### config.mk
export PLATFORM = sky130hd
export DESIGN_NAME = cnn_conv_engine
export DESIGN_NICKNAME = d
export VERILOG_FILES = /design/src/rtl/cnn_conv_engine.sv
export SDC_FILE = /design/constraint.sdc
export NUM_CORES = 2
export LEC_CHECK = 0
export CORE_MARGIN = 2
export CORE_UTILIZATION = 64
export CTS_CLUSTER_DIAMETER = 150
export CTS_CLUSTER_SIZE = 20
export DETAILED_ROUTE_END_ITERATION = 7
export HOLD_SLACK_MARGIN = 0.15
export PLACE_DENSITY = 0.83
export REMOVE_ABC_BUFFERS = 1
export SYNTH_ARGS = -nofsm -noshare
export SYNTH_HDL_FRONTEND = slang
export SYNTH_SLANG_ARGS = --single-unit
### constraint.sdc
create_clock -name clk -period 10.5 [get_ports clk]
set_input_delay 2.1 -clock clk [delete_from_list [all_inputs] [get_ports clk]]
set_output_delay 2.1 -clock clk [all_outputs]
set_load 0.005 [all_outputs]
### src/rtl/cnn_conv_engine.sv
// Stride-1 valid 2D convolution engine for a single-port memory.
// Loads the kernel, then does one read and one MAC per tap, then writes each output.
module cnn_conv_engine #(
    parameter int DATA_W = 16,
    parameter int ADDR_W = 12,
    parameter int IMG_W  = 8,
    parameter int IMG_H  = 8,
    parameter int K      = 3,
    parameter int ACC_W  = 2*DATA_W+8
) (
    input  logic              clk,
    input  logic              rst,
    input  logic              start,
    input  logic [ADDR_W-1:0] img_base,
    input  logic [ADDR_W-1:0] ker_base,
    input  logic [ADDR_W-1:0] out_base,
    input  logic [4:0]        shift,
    input  logic              relu_en,
    input  logic              mem_ready,
    input  logic [DATA_W-1:0] from_memory,
    output logic              read_en,
    output logic              write_en,
    output logic [ADDR_W-1:0] address,
    output logic [DATA_W-1:0] to_memory,
    output logic              busy,
    output logic              done,
    output logic [15:0]       out_count
);

    localparam int OW  = IMG_W-K+1;
    localparam int OH  = IMG_H-K+1;
    localparam int KK  = K*K;
    localparam int KIW = (KK > 1) ? $clog2(KK) : 1;
    localparam int CW  = 16;

    localparam logic [KIW-1:0] KI_LAST = KIW'(KK-1);
    localparam logic [CW-1:0]  K_LAST  = CW'(K-1);
    localparam logic [CW-1:0]  OX_LAST = CW'(OW-1);
    localparam logic [CW-1:0]  OY_LAST = CW'(OH-1);

    localparam logic signed [ACC_W-1:0] MAXV =
        {{(ACC_W-DATA_W+1){1'b0}}, {(DATA_W-1){1'b1}}};
    localparam logic signed [ACC_W-1:0] MINV =
        {{(ACC_W-DATA_W+1){1'b1}}, {(DATA_W-1){1'b0}}};

    typedef enum logic [2:0] {
        IDLE, LOAD_K, RD_PIX, MAC, WRITE, DONE
    } state_t;

    state_t                    st;
    logic [ADDR_W-1:0]         img_b;
    logic [ADDR_W-1:0]         ker_b;
    logic [ADDR_W-1:0]         out_b;
    logic [4:0]                shift_r;
    logic                      relu_r;
    logic [KIW-1:0]            kidx;
    logic [CW-1:0]             kx;
    logic [CW-1:0]             ky;
    logic [CW-1:0]             ox;
    logic [CW-1:0]             oy;
    logic signed [DATA_W-1:0]  w [KK];
    logic signed [DATA_W-1:0]  pix;
    logic signed [2*DATA_W-1:0] prod;
    logic signed [ACC_W-1:0]   acc;
    logic signed [ACC_W-1:0]   acc_sum;
    logic [DATA_W-1:0]         res;

    function automatic logic [ADDR_W-1:0] pix_addr(
        input logic [ADDR_W-1:0] b,
        input int r,
        input int c
    );
        return b + ADDR_W'(r*IMG_W + c);
    endfunction

    // Shift, then ReLU, then saturate to the output word.
    function automatic logic [DATA_W-1:0] form(
        input logic signed [ACC_W-1:0] a,
        input logic [4:0]              s,
        input logic                    r
    );
        logic signed [ACC_W-1:0] v;
        v = a >>> s;
        if (r && v[ACC_W-1]) v = '0;
        if (v > MAXV) return {1'b0, {(DATA_W-1){1'b1}}};
        if (v < MINV) return {1'b1, {(DATA_W-1){1'b0}}};
        return v[DATA_W-1:0];
    endfunction

    always_comb begin
        prod    = w[kidx] * pix;
        acc_sum = acc + ACC_W'(prod);
        res     = form(acc_sum, shift_r, relu_r);
    end

    always_ff @(posedge clk) begin
        if (rst) begin
            st        <= IDLE;
            busy      <= 1'b0;
            done      <= 1'b0;
            read_en   <= 1'b0;
            write_en  <= 1'b0;
            address   <= '0;
            to_memory <= '0;
            out_count <= '0;
            acc       <= '0;
            pix       <= '0;
            kidx      <= '0;
            kx        <= '0;
            ky        <= '0;
            ox        <= '0;
            oy        <= '0;
            img_b     <= '0;
            ker_b     <= '0;
            out_b     <= '0;
            shift_r   <= '0;
            relu_r    <= 1'b0;
        end else begin
            done <= 1'b0;
            unique case (st)
                IDLE: if (start) begin
                    img_b     <= img_base;
                    ker_b     <= ker_base;
                    out_b     <= out_base;
                    shift_r   <= shift;
                    relu_r    <= relu_en;
                    out_count <= '0;
                    acc       <= '0;
                    kidx      <= '0;
                    kx        <= '0;
                    ky        <= '0;
                    ox        <= '0;
                    oy        <= '0;
                    busy      <= 1'b1;
                    read_en   <= 1'b1;
                    address   <= ker_base;
                    st        <= LOAD_K;
                end
                LOAD_K: if (mem_ready) begin
                    w[kidx] <= from_memory;
                    if (kidx == KI_LAST) begin
                        kidx    <= '0;
                        address <= pix_addr(img_b, 0, 0);
                        st      <= RD_PIX;
                    end else begin
                        kidx    <= kidx + KIW'(1);
                        address <= ker_b + ADDR_W'(kidx) + ADDR_W'(1);
                    end
                end
                RD_PIX: if (mem_ready) begin
                    pix     <= from_memory;
                    read_en <= 1'b0;
                    st      <= MAC;
                end
                MAC: begin
                    acc <= acc_sum;
                    if (kidx == KI_LAST) begin
                        write_en  <= 1'b1;
                        address   <= out_b +
                            ADDR_W'(int'(oy)*OW + int'(ox));
                        to_memory <= res;
                        st        <= WRITE;
                    end else begin
                        kidx    <= kidx + KIW'(1);
                        read_en <= 1'b1;
                        st      <= RD_PIX;
                        if (kx == K_LAST) begin
                            kx      <= '0;
                            ky      <= ky + CW'(1);
                            address <= pix_addr(img_b,
                                int'(oy) + int'(ky) + 1, int'(ox));
                        end else begin
                            kx      <= kx + CW'(1);
                            address <= pix_addr(img_b,
                                int'(oy) + int'(ky),
                                int'(ox) + int'(kx) + 1);
                        end
                    end
                end
                WRITE: if (mem_ready) begin
                    write_en  <= 1'b0;
                    out_count <= out_count + 16'd1;
                    acc       <= '0;
                    kidx      <= '0;
                    kx        <= '0;
                    ky        <= '0;
                    if (ox == OX_LAST && oy == OY_LAST) begin
                        st <= DONE;
                    end else begin
                        read_en <= 1'b1;
                        st      <= RD_PIX;
                        if (ox == OX_LAST) begin
                            ox      <= '0;
                            oy      <= oy + CW'(1);
                            address <= pix_addr(img_b, int'(oy) + 1, 0);
                        end else begin
                            ox      <= ox + CW'(1);
                            address <= pix_addr(img_b, int'(oy),
                                int'(ox) + 1);
                        end
                    end
                end
                DONE: begin
                    busy <= 1'b0;
                    done <= 1'b1;
                    st   <= IDLE;
                end
                default: st <= IDLE;
            endcase
        end
    end

endmodule

==> results.md <==
* Global route overflow at 0
* Part of the Yosys area used for sequential elements at 24.48%
* Crit-path max FO at 17
* Synthesized area per cell at 9.304 um^2
* Final wirelength at 92,750 um
* Iteration-0 DRC Markers at 2,573
* Layout cells sized above 1 at 5.944%
* Ys Warns at 0
* FILL cells at 4,066
* Unrepaired setup endpoints after global routing: false
* Top post-synthesis cells by area: fa_1 (22%), edfxtp_1 (12%), dfxtp_1 (12%)
* Top-area cell type share of the netlist area at 21.74%
* GRT Util Overall at 33.65%
* Antenna violations before repair at 1
* Final Skew at 0.04606 ns
* FFs w/ async S/R, synth at 0%
* Sinks on Clock Net at 358
* Clk_lat worst skew at 0.59 ns
* Critical Path AT at 10.51 ns
* Hold crit path type: register to register
* Clock transition at path regs at 0.10 ns
* Power Total at 0.003757 W
* CTS Buf Count at 21
* Distinct cell type count after synthesis at 110
* Crit path kind: register to register
* Final setup vio count at 0
* Fin crit share at 95.74%
* Hold Violations, Final at 0
* Peak VDD IR at 0.08280 mV
* Max Buffers Root-to-Sink at 3
* Largest net degree at the start of global routing at 69
* Via density at 6.265
* Min Tclk post-route at 10.05 ns
* Critical-path top delay cell: fa_1
* Setup TNS Final at 0 ns
* DRC at 5
* Root Driver: clkbuf_16
* Antenna viol nets, final at 0
* Slew headroom at 10.73%
* DR WL/cell at 20.54 um
* Post-Syn Area at 35,170 um^2
* GPL Wtd Cong at 0.9760
* DP HPWL at 70,530 um
* Multi-input logic area at 23,960 um^2
* Slew @ Worst Pin at 1.322 ns
* IO Pins at 110
* DIE AREA at 56,840 um^2
* Flops & latches, synth at 358
* Leakage at 15.17 nW
* PwrDens at 99.87 nW/um^2
* EDFF count, synth at 144
* Status: finished, violations left
* Type of origin of the critical path: register
* Port buffer count at 109
* Sequential cell area at 8610 um^2
* Area leader, netlist: fa_1
* First-pass GRT wire length at 151,300 um
* Most numerous cell in the Yosys netlist: inv_1
* Post-synth top cells: inv_1 (509), fa_1 (382), nand2_1 (366), nor2_1 (284), a21oi_1 (223)
* Crit path largest cell delay at 0.57 ns
* Core ar. at 54,030 um^2
* Mapped Cells at 3,780
* Post-layout nets at 4,463
* Initial Util at 65.09%
* H-tree lvl count at 1
* Area delta synth->final at 6.980%
* Most used DFF post-synth: dfxtp_1
* Die height at 238.4 um
* Max Fclk at 99.47 MHz
* Vias in the first global route at 28,957
* CP dominant cell by count: fa_1
* Max-slew violations at 0
* Initial DRT Pass Iterations at 8
* Row count at 85
* Maxcap violations at 0
* Routed via count at 28,293
* Req. time, crit path at 10.95 ns
* CP endpoint kind: register
* Die width at 238.4 um
* CTS tree: built
* Cts hold-fix bufs at 0
* Failing checks: design-rule violations
[flip-flops by register name, indices dropped and copies added, names as in the netlist, 3 cells and up, named ones only]
name,flops
acc,40
address,12
img_b,12
ker_b,12
kidx,4
kx,16
ky,9
out_b,12
out_count,16
ox,16
oy,16
pix,16
shift_r,5
st,3
to_memory,16
w,144
[final timing paths]
| kind | cells past startpoint | startpoint | end | slack [ns] |
|---|---|---|---|---|
| setup / recovery | 29 | register | to_memory[0] | 0.45 |
| hold / removal | 2 | out_b[8] | out_b[8] | 0.46 |
| hold reg to reg | 2 | out_b[8] | out_b[8] | 0.46 |
| setup reg to reg | 29 | register | to_memory[0] | 0.45 |
[per-stage QoR]
stage               instance area, um^2  setup WS (ns)  cells  utilization, %  hold slack, ns
finish                            37620         0.4468   4516           69.64          0.4572
global route                      37620        0.05656   4516           69.64          0.4874
CTS                               37560         0.3170   4512           69.52          0.4588
detailed placement                36980         0.3300   4480           68.44          0.4470
global placement                  36980         0.5076   4480           68.44          0.4418
floorplan                         34460        0.04544   3605               -          0.4301
[area by class of cell]
type | instances | share of cell area, %
well taps | 696 | 2.315
clock inverters | 1 | 0.02328
diodes | 1 | 0.006651
clock buffers | 31 | 1.523
inverters | 513 | 5.118
flip-flops and latches | 358 | 22.88
repair buffers | 182 | 4.446
multi-input cells | 2734 | 63.68
[cell usage in the layout, fill, tap and decap left out, types with 80 or more instances in the layout]
cell and count:
o21ai_0 109, nor2b_1 80, ha_1 209, a21oi_1 222
and2_1 99, xnor2_1 92, nor2_1 283, fa_1 382
clkdlybuf4s50_1 108, inv_1 509, edfxtp_1 144, dfxtp_1 213
nand2_1 366
[repair_timing]
action                     CTS  global route
buffers inserted             0             3
setup endpoints to repair    0            15
resized for setup            0             3
[critical path, delay by kind of cell (launching register included)]
kind	cells	cell delay (ns)
AND/OR/NAND/NOR	3	0.87
multiplexers	2	0.71
flip-flops	1	0.39
buffers and inverters	5	0.92
AO/OA/AOI/OAI	12	3.51
adder cells (fa/ha/maj)	7	3.55
[where the power goes]
group | internal, W | leakage, nW | switching (W)
Sequential | 0.00148 | 3.03 | 0.0000495
Combinational | 0.000526 | 11.9 | 0.000840
Clock | 0.000380 | 0.281 | 0.000485
[kinds of logic (layout without fill, tap and decap cells)]
family,count (synthesis),count (layout),share of synthesized area [%]
xor+xnor,159,159,3.981
simple gates,1143,1143,15.57
compound gates,731,731,14.30
other cells,0,1,0
buf+inv,688,727,7.496
flops,358,358,24.48
mux,110,110,4.995
fa+ha+maj,591,591,29.18
[per-layer routing]
layer,GRT usage (%),wire length (um),vias to the layer above
met4,13.13,3825,0
met3,4.419,7512,259
li1,-,-,12838
met5,0,0,-
met2,57.96,45880,1279
met1,43.33,35530,13917
Note: power is estimated with default switching activity, not from simulation.
